File: src/rtl/qr_frame_buffer_pkg.sv
// qr_frame_buffer shared definitions:
// default geometry, width helper and read-pipeline tag.
package qr_pkg;

  localparam int DEF_DATA_W     = 48;
  localparam int DEF_FRAME_LEN  = 20;
  localparam int DEF_NUM_FRAMES = 10;

  function automatic int cnt_w(input int n);
    return (n > 1) ? $clog2(n) : 1;
  endfunction

  localparam int DEF_IDX_W = cnt_w(DEF_FRAME_LEN);
  localparam int DEF_FRM_W = cnt_w(DEF_NUM_FRAMES);

  typedef struct packed {
    logic vld;
    logic bank;
    logic frm_last;
    logic batch_last;
  } rd_tag_t;

endpackage

File: src/rtl/qr_frame_buffer_if.sv
// qr_frame_buffer sample bus: write strobe in,
// valid/ready frame stream and status out.
interface qr_fb_if
  import qr_pkg::*;
#(
  parameter int DATA_W = DEF_DATA_W,
  parameter int IDX_W  = DEF_IDX_W
);

  logic              i_trig;
  logic [DATA_W-1:0] i_data;
  logic              i_rdy;
  logic              o_vld;
  logic [DATA_W-1:0] o_data;
  logic [IDX_W-1:0]  o_idx;
  logic              o_frm_last;
  logic              o_batch_last;
  logic              o_full;
  logic              o_ovf;

  modport master (
    output i_trig, i_data, i_rdy,
    input  o_vld, o_data, o_idx,
    input  o_frm_last, o_batch_last,
    input  o_full, o_ovf
  );

  modport slave (
    input  i_trig, i_data, i_rdy,
    output o_vld, o_data, o_idx,
    output o_frm_last, o_batch_last,
    output o_full, o_ovf
  );

endinterface

File: src/rtl/qr_frame_buffer_bank.sv
// One frame of sample storage: one write port,
// one registered read port, contents never reset.
module qr_fb_bank
  import qr_pkg::*;
#(
  parameter int DATA_W = DEF_DATA_W,
  parameter int DEPTH  = DEF_FRAME_LEN,
  parameter int AW     = DEF_IDX_W
) (
  input  logic              clk,
  input  logic              wr_en,
  input  logic [AW-1:0]     wr_addr,
  input  logic [DATA_W-1:0] wr_data,
  input  logic              rd_en,
  input  logic [AW-1:0]     rd_addr,
  output logic [DATA_W-1:0] rd_data
);

  logic [DATA_W-1:0] mem [DEPTH];

  always_ff @(posedge clk) begin
    if (wr_en) mem[wr_addr] <= wr_data;
    if (rd_en) rd_data <= mem[rd_addr];
  end

endmodule

File: src/rtl/qr_frame_buffer.sv
// Ping-pong frame buffer: fills one bank while the
// other streams out through a two-stage read pipe.
module qr_frame_buffer
  import qr_pkg::*;
#(
  parameter int DATA_W     = DEF_DATA_W,
  parameter int FRAME_LEN  = DEF_FRAME_LEN,
  parameter int NUM_FRAMES = DEF_NUM_FRAMES
) (
  input  logic   i_clk,
  input  logic   i_rst_n,
  qr_fb_if.slave bus
);

  localparam int IDX_W = cnt_w(FRAME_LEN);
  localparam int FRM_W = cnt_w(NUM_FRAMES);

  localparam logic [IDX_W-1:0] LAST_IDX =
    IDX_W'(FRAME_LEN - 1);
  localparam logic [IDX_W-1:0] IDX_ONE = IDX_W'(1);
  localparam logic [FRM_W-1:0] LAST_FRM =
    FRM_W'(NUM_FRAMES - 1);
  localparam logic [FRM_W-1:0] FRM_ONE = FRM_W'(1);

  logic              wr_bank;
  logic [IDX_W-1:0]  wr_cnt;
  logic              rd_bank;
  logic [IDX_W-1:0]  rd_cnt;
  logic [FRM_W-1:0]  frm_cnt;
  logic [1:0]        full;
  logic [1:0]        full_nxt;

  rd_tag_t           s1;
  rd_tag_t           s1_nxt;
  logic [IDX_W-1:0]  s1_idx;
  logic [DATA_W-1:0] q [2];

  logic wr_fire;
  logic wr_last;
  logic rd_fire;
  logic rd_last;
  logic out_en;
  logic s1_en;

  // A bank frees once its last word enters the read
  // pipe, so a steady stream never sees both banks full.
  always_comb begin
    out_en  = !bus.o_vld || bus.i_rdy;
    s1_en   = !s1.vld || out_en;
    wr_fire = bus.i_trig && !bus.o_full;
    wr_last = wr_fire && (wr_cnt == LAST_IDX);
    rd_fire = s1_en && full[rd_bank];
    rd_last = rd_fire && (rd_cnt == LAST_IDX);
    for (int b = 0; b < 2; b++) begin
      full_nxt[b] = full[b];
      if (rd_last && rd_bank == 1'(b))
        full_nxt[b] = 1'b0;
      if (wr_last && wr_bank == 1'(b))
        full_nxt[b] = 1'b1;
    end
    s1_nxt            = '0;
    s1_nxt.vld        = rd_fire;
    s1_nxt.bank       = rd_bank;
    s1_nxt.frm_last   = rd_last;
    s1_nxt.batch_last = rd_last
                        && (frm_cnt == LAST_FRM);
  end

  for (genvar g = 0; g < 2; g++) begin : g_bank
    qr_fb_bank #(
      .DATA_W (DATA_W),
      .DEPTH  (FRAME_LEN),
      .AW     (IDX_W)
    ) u_bank (
      .clk     (i_clk),
      .wr_en   (wr_fire && wr_bank == 1'(g)),
      .wr_addr (wr_cnt),
      .wr_data (bus.i_data),
      .rd_en   (rd_fire && rd_bank == 1'(g)),
      .rd_addr (rd_cnt),
      .rd_data (q[g])
    );
  end

  always_ff @(posedge i_clk) begin
    if (!i_rst_n) begin
      wr_bank    <= 1'b0;
      wr_cnt     <= '0;
      rd_bank    <= 1'b0;
      rd_cnt     <= '0;
      frm_cnt    <= '0;
      full       <= '0;
      bus.o_full <= 1'b0;
      bus.o_ovf  <= 1'b0;
    end else begin
      full       <= full_nxt;
      bus.o_full <= &full_nxt;
      if (bus.i_trig && bus.o_full)
        bus.o_ovf <= 1'b1;
      if (wr_fire) begin
        wr_cnt <= wr_last ? '0 : wr_cnt + IDX_ONE;
        if (wr_last) wr_bank <= !wr_bank;
      end
      if (rd_fire) begin
        rd_cnt <= rd_last ? '0 : rd_cnt + IDX_ONE;
        if (rd_last) begin
          rd_bank <= !rd_bank;
          frm_cnt <= (frm_cnt == LAST_FRM)
                     ? '0 : frm_cnt + FRM_ONE;
        end
      end
    end
  end

  always_ff @(posedge i_clk) begin
    if (!i_rst_n) begin
      s1               <= '0;
      s1_idx           <= '0;
      bus.o_vld        <= 1'b0;
      bus.o_data       <= '0;
      bus.o_idx        <= '0;
      bus.o_frm_last   <= 1'b0;
      bus.o_batch_last <= 1'b0;
    end else begin
      if (s1_en) begin
        s1     <= s1_nxt;
        s1_idx <= rd_cnt;
      end
      if (out_en) begin
        bus.o_vld        <= s1.vld;
        bus.o_frm_last   <= s1.frm_last;
        bus.o_batch_last <= s1.batch_last;
        if (s1.vld) begin
          bus.o_data <= q[s1.bank];
          bus.o_idx  <= s1_idx;
        end
      end
    end
  end

endmodule
File: src/flat_wrapper.sv
// flat-port wrapper written by rule: the top's interface ports become plain ports
module qr_frame_buffer_flat import qr_pkg::*;
#(
  parameter int DATA_W     = DEF_DATA_W,
  parameter int FRAME_LEN  = DEF_FRAME_LEN,
  parameter int NUM_FRAMES = DEF_NUM_FRAMES
)
  (i_clk, i_rst_n, bus_i_trig, bus_i_data, bus_i_rdy, bus_o_vld, bus_o_data, bus_o_idx, bus_o_frm_last, bus_o_batch_last, bus_o_full, bus_o_ovf);
  qr_fb_if #(.DATA_W(DATA_W)) bus_i ();
  input  logic i_clk;
  input  logic i_rst_n;
  input wire logic [$bits(bus_i.i_trig)-1:0] bus_i_trig;
  input wire logic [$bits(bus_i.i_data)-1:0] bus_i_data;
  input wire logic [$bits(bus_i.i_rdy)-1:0] bus_i_rdy;
  output wire logic [$bits(bus_i.o_vld)-1:0] bus_o_vld;
  output wire logic [$bits(bus_i.o_data)-1:0] bus_o_data;
  output wire logic [$bits(bus_i.o_idx)-1:0] bus_o_idx;
  output wire logic [$bits(bus_i.o_frm_last)-1:0] bus_o_frm_last;
  output wire logic [$bits(bus_i.o_batch_last)-1:0] bus_o_batch_last;
  output wire logic [$bits(bus_i.o_full)-1:0] bus_o_full;
  output wire logic [$bits(bus_i.o_ovf)-1:0] bus_o_ovf;
  assign bus_i.i_trig = bus_i_trig;
  assign bus_i.i_data = bus_i_data;
  assign bus_i.i_rdy = bus_i_rdy;
  assign bus_o_vld = bus_i.o_vld;
  assign bus_o_data = bus_i.o_data;
  assign bus_o_idx = bus_i.o_idx;
  assign bus_o_frm_last = bus_i.o_frm_last;
  assign bus_o_batch_last = bus_i.o_batch_last;
  assign bus_o_full = bus_i.o_full;
  assign bus_o_ovf = bus_i.o_ovf;
  qr_frame_buffer #(.DATA_W(DATA_W), .FRAME_LEN(FRAME_LEN), .NUM_FRAMES(NUM_FRAMES)) u_core (.i_clk(i_clk), .i_rst_n(i_rst_n), .bus(bus_i));
endmodule
File: config.mk
export PLATFORM = sky130hd
export DESIGN_NAME = qr_frame_buffer_flat
export DESIGN_NICKNAME = d
export VERILOG_FILES = /design/src/rtl/qr_frame_buffer_pkg.sv /design/src/rtl/qr_frame_buffer_if.sv /design/src/rtl/qr_frame_buffer_bank.sv /design/src/rtl/qr_frame_buffer.sv /design/src/flat_wrapper.sv
export SDC_FILE = /design/constraint.sdc
export NUM_CORES = 2
export LEC_CHECK = 0
export ABC_CLOCK_PERIOD_IN_PS = 6300
export BUFFER_PORTS_ARGS = -buffer_cell sky130_fd_sc_hd__buf_4
export CORE_MARGIN = 5
export CORE_UTILIZATION = 27
export CTS_CLUSTER_DIAMETER = 80
export DETAILED_ROUTE_END_ITERATION = 10
export GPL_ROUTABILITY_DRIVEN = 1
export PLACE_DENSITY = 0.39
export RECOVER_POWER = 25
export SLEW_MARGIN = 20
export SYNTH_ARGS = -nofsm -noshare
export SYNTH_HDL_FRONTEND = slang
export SYNTH_SLANG_ARGS = --single-unit
File: constraint.sdc
create_clock -name i_clk -period 6.3 [get_ports i_clk]
set_clock_uncertainty 0.05 [all_clocks]
set_input_delay 0.315 -clock i_clk [delete_from_list [all_inputs] [get_ports i_clk]]
set_output_delay 0.315 -clock i_clk [all_outputs]
set_load 0.02 [all_outputs]
======== Yosys cells after proc, flatten, opt, wreduce, memory -nomap -nowiden ========
Memories as Yosys holds them, arrays and structs flattened. A register that Yosys moved wholly into a read port is not among the register bits.
Cells that the tools add are included.
word-level totals
  flip-flop bits (word level) ............. 85
  latch bits .............................. 0
  bits in writable memories ............... 1,920
  bits in read-only memories .............. 0
  input port bits ......................... 52
  output and inout port bits .............. 58
  logic and storage cells ................. 72
  memories ................................ 2
operators by class
  add/sub/neg operators ................... 3
  multipliers ............................. 0
  div/mod/pow operators ................... 0
  $lt $le $gt $ge ......................... 2
  eq/ne operators ......................... 3
  shifts and indexed selects .............. 0
  multiplexer cells ....................... 16
  bitwise operators ....................... 3
  reduce and logical (&&, ||, !) cells .... 25
memories
  name                         depth  bits a word  rd ports  clocked after memory_dff  wr ports  line                        RTL
  u_core.g_bank[0].u_bank.mem  20     48           1         1                         1         qr_frame_buffer_bank.sv:19  logic [DATA_W-1:0] mem [DEPTH];
  u_core.g_bank[1].u_bank.mem  20     48           1         1                         1         qr_frame_buffer_bank.sv:19
operator list
  kind                 count
  $mux 48              3
  $logic_and 1x1->1    14
  $add 5x1->5 const B  2
  $eq 5x5->1 const B   2
  $mux 1               10
  $mux 5               2
  $reduce_and 2->1     4
  $logic_not 1->1      5
  $add 4x1->4 const B  1
  $eq 4x4->1 const B   1
  $mux 4               1
  $ge 2x2->1 const B   1
  $logic_or 1x1->1     2
  $lt 1x2->1 const B   1
  $not 1->1            2
  $not 1->2            1

======== Logic depth before layout (Yosys ltp) ========
  word-level depth ........................ 9
  depth in mapped cells ................... 8
  depth with buffers taken out ............ 5

======== Modules after synthesis ========
From an unflattened synthesis, not the netlist that was laid out.
unflattened totals
  cell total of the unflattened synthesis .. 4,436
  area total of the unflattened synthesis .. 80,594.8 sq um
modules (own cells, without submodules)
  module           times used  cells each  area an instance (sq um)  seq. area each (sq um)
  qr_fb_bank       2           2,021       38,358.0                  30,269.0
  qr_frame_buffer  1           394         3,878.7                   1,701.6

======== Least setup slack after synthesis ========
Ideal clock, no wire load.
  path kind ............................... reg2reg
  start point ............................. register u_core.wr_cnt[2]
  end point ............................... memory u_core.g_bank[1].u_bank.mem[4][0] (netlist name), enable pin
  arrival ................................. 3.177 ns
  path slack .............................. 2.620 ns
  stages on the path, launching flop included .. 5
  path through ............................ dfxtp_1 > clkbuf_1 > or3b_2 > clkbuf_1 > nor2_1
RTL lines
  element                 line                        RTL
  start, declared         qr_frame_buffer.sv:26       logic [IDX_W-1:0] wr_cnt;
  start signal, assigned  qr_frame_buffer.sv:101      wr_cnt <= wr_last ? '0 : wr_cnt + IDX_ONE;
  end, declared           qr_frame_buffer_bank.sv:19
Straight into the memory's write port.

==> reports/summary.md <==
The share of post-route cells with drive strength above 1 came out at 0.225. The critical path start-end classification is register to register. The initial antenna violation count was 9; the maximum level of the CTS H-tree was 4. The post-route DRC violation count was 0; the proportion of register bits with asynchronous set or reset after synthesis was 0. The worst setup path is launched from a register. For this run, the leading register cell type out of synthesis is sky130_fd_sc_hd__edfxtp_1. Data arrives at the worst endpoint at 3.92 ns. The slowest stage of the critical path is the sky130_fd_sc_hd__dfxtp_4 cell. The biggest area contributor in the post-synthesis netlist is sky130_fd_sc_hd__edfxtp_1. The tools report the type of element capturing the critical path as a register. Measured along the x axis, the die boundary spans 552 µm. The synthesis-to-layout area growth was 17.4%; the number of post-CTS setup repair buffers was 0. For the number of vias after detailed routing, the log shows 38500. Area fraction of the dominant cell type after synthesis: 0.763. The run gives 28.1 nW as the leakage power summed over all cells. Clock tree synthesis inserted a total of 233 buffers. Summed over all nets, the half-perimeter wirelength after detailed placement is 128000 µm.

Input and output buffers added on the ports amount to 109. Counting every net in the synthesized netlist gives 3774. The final core area utilization was 0.317; the maximum single-stage delay on the critical path was 0.90 ns. In this run, synthesis inferred 2016 flip-flops with an integrated enable.

CTS saw 2101 sinks. The post-cts repair resize count came out at 0. Worst slew margin relative to its limit: -0.270. The critical path goes through buf_12, mux4_2, a211oi_1, a21oi_1.

Clock edge transition at the registers on the reported setup and hold paths: 0.06 ns. Once detail routing completed, the nets flagged for antenna violations numbered 0. For this run, the detailed router's first-pass iteration total came to 5.

The net count of the finished layout is 4062. The number of pins with negative max-slew slack in the final report was 1314. The run gives 0.92 ns as the insertion delay of the later-clocked pin in the worst-skew pair.

The checks that failed: capacitance limit, slew limit. The area of the die is 305000 µm², and the required time of the critical path is 6.83 ns. The path category of the worst min-delay check was input port to register. In this run the vertical extent of the chip is 552 µm.

The sum of routed wire length over all layers is 241000 µm, and the overall routing resource usage is 0.156. Setup repair after global routing left no endpoint under its margin. In this run the count of I/O pins placed on the die edge is 110. The count of max-cap constraint violations was 33; the initial detailed-routing violation count was 3074. The via count of the first global-routing pass came out at 40500. The leftover overflow at the end of global routing is 0. The tools report the number of endpoints with negative hold slack in the final report as 0. The post-route fraction of the period consumed by the critical path is 0.539. TritonCTS built the clock tree. The logs give 3717 for the post-synthesis instance total and 0.270 for the starting density of the core.

The clock period minus final worst setup slack is 3.40 ns, and the cell area after technology mapping is 79300 µm². The number of different library cells in the post-synthesis netlist came out at 45. After synthesis the netlist holds a flip-flop and latch count of 2101. After floorplanning, the core was divided into 199 placement rows. Entering global routing, the biggest net connects 125 pins. Registers take 62300 µm². Mean area per synthesized cell: 21.3 µm².

The tools report the area of the core region as 293000 µm². Routability-driven placement finished with a final weighted congestion of 0.692. The run gives 247 µV as the worst vdd rail ir drop. The clock root buffer is sky130_fd_sc_hd__clkbuf_16.

Actual transition at the worst max-transition pin: 1.90 ns. On the final layout, the worst hold slack is 0.391 ns. By area the synthesized netlist is led by sky130_fd_sc_hd__edfxtp_1 76%, sky130_fd_sc_hd__mux4_2 11%, sky130_fd_sc_hd__mux2i_1 3.1%. The total power divided by cell area came out at 309 nW/µm². The run finished, with violations left. The multi-input combinational cells in the finished layout cover a total of 16300 µm². The count of yosys warnings during synthesis was 0; the buffer depth of the longest clock path was 4.

After detailed routing, the number of vias per cell comes to 4.74. The routed length per instance works out to 29.7 µm. Setup violations remaining at the end of the flow were counted as 0. Static timing analysis puts the maximum clock frequency at 294 MHz. Adding up every negative setup slack in the final design gives 0 ns. After layout, the design draws a total of 28.7 mW. The total of fill cells in the finished design is 28400.

The first-pass GRT wire length was 336000 µm; the maximum fanout along the worst path was 70. The run gives 0.785 as the register area share after synthesis.
cell type report:
class / instances / area share
antenna: 7 / 0.000188
clock buffer: 314 / 0.0679
clock inverter: 118 / 0.00995
inverter: 6 / 0.000269
multi-input combinational: 1389 / 0.175
sequential: 2101 / 0.669
tap: 3919 / 0.0527
timing repair buffer: 274 / 0.0251
critical path, delay by kind of cell, from the launching register on:
kind	cells	cell delay, ns
AOI/OAI and AO/OA	2	0.96
buffers and inverters	1	0.57
DFF	1	0.90
muxes	1	0.58
report_power, final:
| group | switching (mW) | internal, mW | total, mW |
|---|---|---|---|
| sequential | 0.0109 | 15.4 | 15.4 |
| combinational | 0.289 | 0.0814 | 0.371 |
| clock | 5.60 | 7.39 | 13.0 |
| total | 5.90 | 22.8 | 28.7 |
cells by family after synthesis:
group	share of synthesized area
adders and majority gates	0.000789
AOI/OAI and AO/OA	0.0410
xor gates and xnor gates	0.000331
and+or+nand+nor	0.0183
buffers and inverters	0.0141
DFF	0.785
muxes	0.141
path summary, 6_finish.rpt:
| check | depth (start not counted) | slack, ns | startpoint | end |
|---|---|---|---|---|
| setup / recovery | 4 | 2.90 | u_core.rd_cnt[0] | u_core.g_bank[1].u_bank.rd_data[18] |
| hold / removal | 4 | 0.39 | bus_i_rdy | u_core.bus.o_vld |
| hold reg to reg | 2 | 0.41 | u_core.s1_idx[0] | u_core.s1_idx[0] |
| setup reg to reg | 4 | 2.90 | u_core.rd_cnt[0] | u_core.g_bank[1].u_bank.rd_data[18] |
stage by stage:
stage / instance area, µm² / cells / worst slack (ns)
2_1_floorplan: 79300 / 3717 / 2.62
3_3_place_gp: 85400 / 7638 / 2.84
3_5_place_dp: 85400 / 7638 / 2.87
4_1_cts: 93200 / 8121 / 2.86
5_1_grt: 93100 / 8124 / 2.80
6_report: 93100 / 8128 / 2.90
per-layer routing:
layer,wire (µm),track usage,up-vias
met1,111000,0.220,21300
met3,9190,0.0223,314
met2,116000,0.256,816
li1,-,-,16100
met5,0,0,-
met4,5440,0.0365,0
registers in the layout (all words and copies together) (netlist names), 2 cells and up:
name / cells
u_core.bus.o_idx: 5
u_core.frm_cnt: 4
u_core.bus.o_data: 48
u_core.full: 2
u_core.s1_idx: 5
u_core.g_bank.u_bank.mem: 1920
u_core.g_bank.u_bank.rd_data: 96
u_core.wr_cnt: 5
u_core.s1: 4
u_core.rd_cnt: 5
synth_stat cells (5+ instances only):
cell type / number
sky130_fd_sc_hd__a21oi_1: 101
sky130_fd_sc_hd__inv_1: 6
sky130_fd_sc_hd__dfxtp_1: 85
sky130_fd_sc_hd__a211oi_1: 96
sky130_fd_sc_hd__buf_6: 5
sky130_fd_sc_hd__mux4_2: 385
sky130_fd_sc_hd__edfxtp_1: 2016
sky130_fd_sc_hd__buf_2: 49
sky130_fd_sc_hd__o211a_1: 48
sky130_fd_sc_hd__o21ai_0: 6
sky130_fd_sc_hd__nand3_1: 8
sky130_fd_sc_hd__mux2i_1: 248
sky130_fd_sc_hd__nor2_1: 42
sky130_fd_sc_hd__buf_1: 11
sky130_fd_sc_hd__clkbuf_1: 112
sky130_fd_sc_hd__a21boi_0: 17
sky130_fd_sc_hd__nand2_1: 79
sky130_fd_sc_hd__o22ai_1: 96
sky130_fd_sc_hd__a22oi_1: 95
sky130_fd_sc_hd__buf_4: 44
sky130_fd_sc_hd__nor2b_1: 118
sky130_fd_sc_hd__ha_1: 5
cell usage in the layout, fill, tap and decap left out, types with 17 or more instances in the layout:
| cell | Yosys | final |
|---|---|---|
| sky130_fd_sc_hd__buf_12 | 0 | 23 |
| sky130_fd_sc_hd__dfxtp_1 | 85 | 80 |
| sky130_fd_sc_hd__buf_4 | 44 | 165 |
| sky130_fd_sc_hd__edfxtp_1 | 2016 | 2016 |
| sky130_fd_sc_hd__mux4_2 | 385 | 385 |
| sky130_fd_sc_hd__a21oi_1 | 101 | 101 |
| sky130_fd_sc_hd__a22oi_1 | 95 | 95 |
| sky130_fd_sc_hd__o22ai_1 | 96 | 96 |
| sky130_fd_sc_hd__nor2_4 | 0 | 39 |
| sky130_fd_sc_hd__dlygate4sd3_1 | 0 | 51 |
| sky130_fd_sc_hd__nand2_1 | 79 | 79 |
| sky130_fd_sc_hd__nor2b_1 | 118 | 115 |
| sky130_fd_sc_hd__clkinv_2 | 0 | 42 |
| sky130_fd_sc_hd__clkinv_1 | 0 | 49 |
| sky130_fd_sc_hd__clkbuf_16 | 0 | 235 |
| sky130_fd_sc_hd__a211oi_1 | 96 | 96 |
| sky130_fd_sc_hd__clkbuf_1 | 112 | 100 |
| sky130_fd_sc_hd__a21boi_0 | 17 | 17 |
| sky130_fd_sc_hd__mux2i_1 | 248 | 248 |
| sky130_fd_sc_hd__o211a_1 | 48 | 48 |
what timing repair did:
action	CTS	global route
hold buffers	51	0
endpoints found under the setup margin	0	0
hold endpoints to repair	1955	0
No activity file was read; power rests on OpenSTA's default activity.
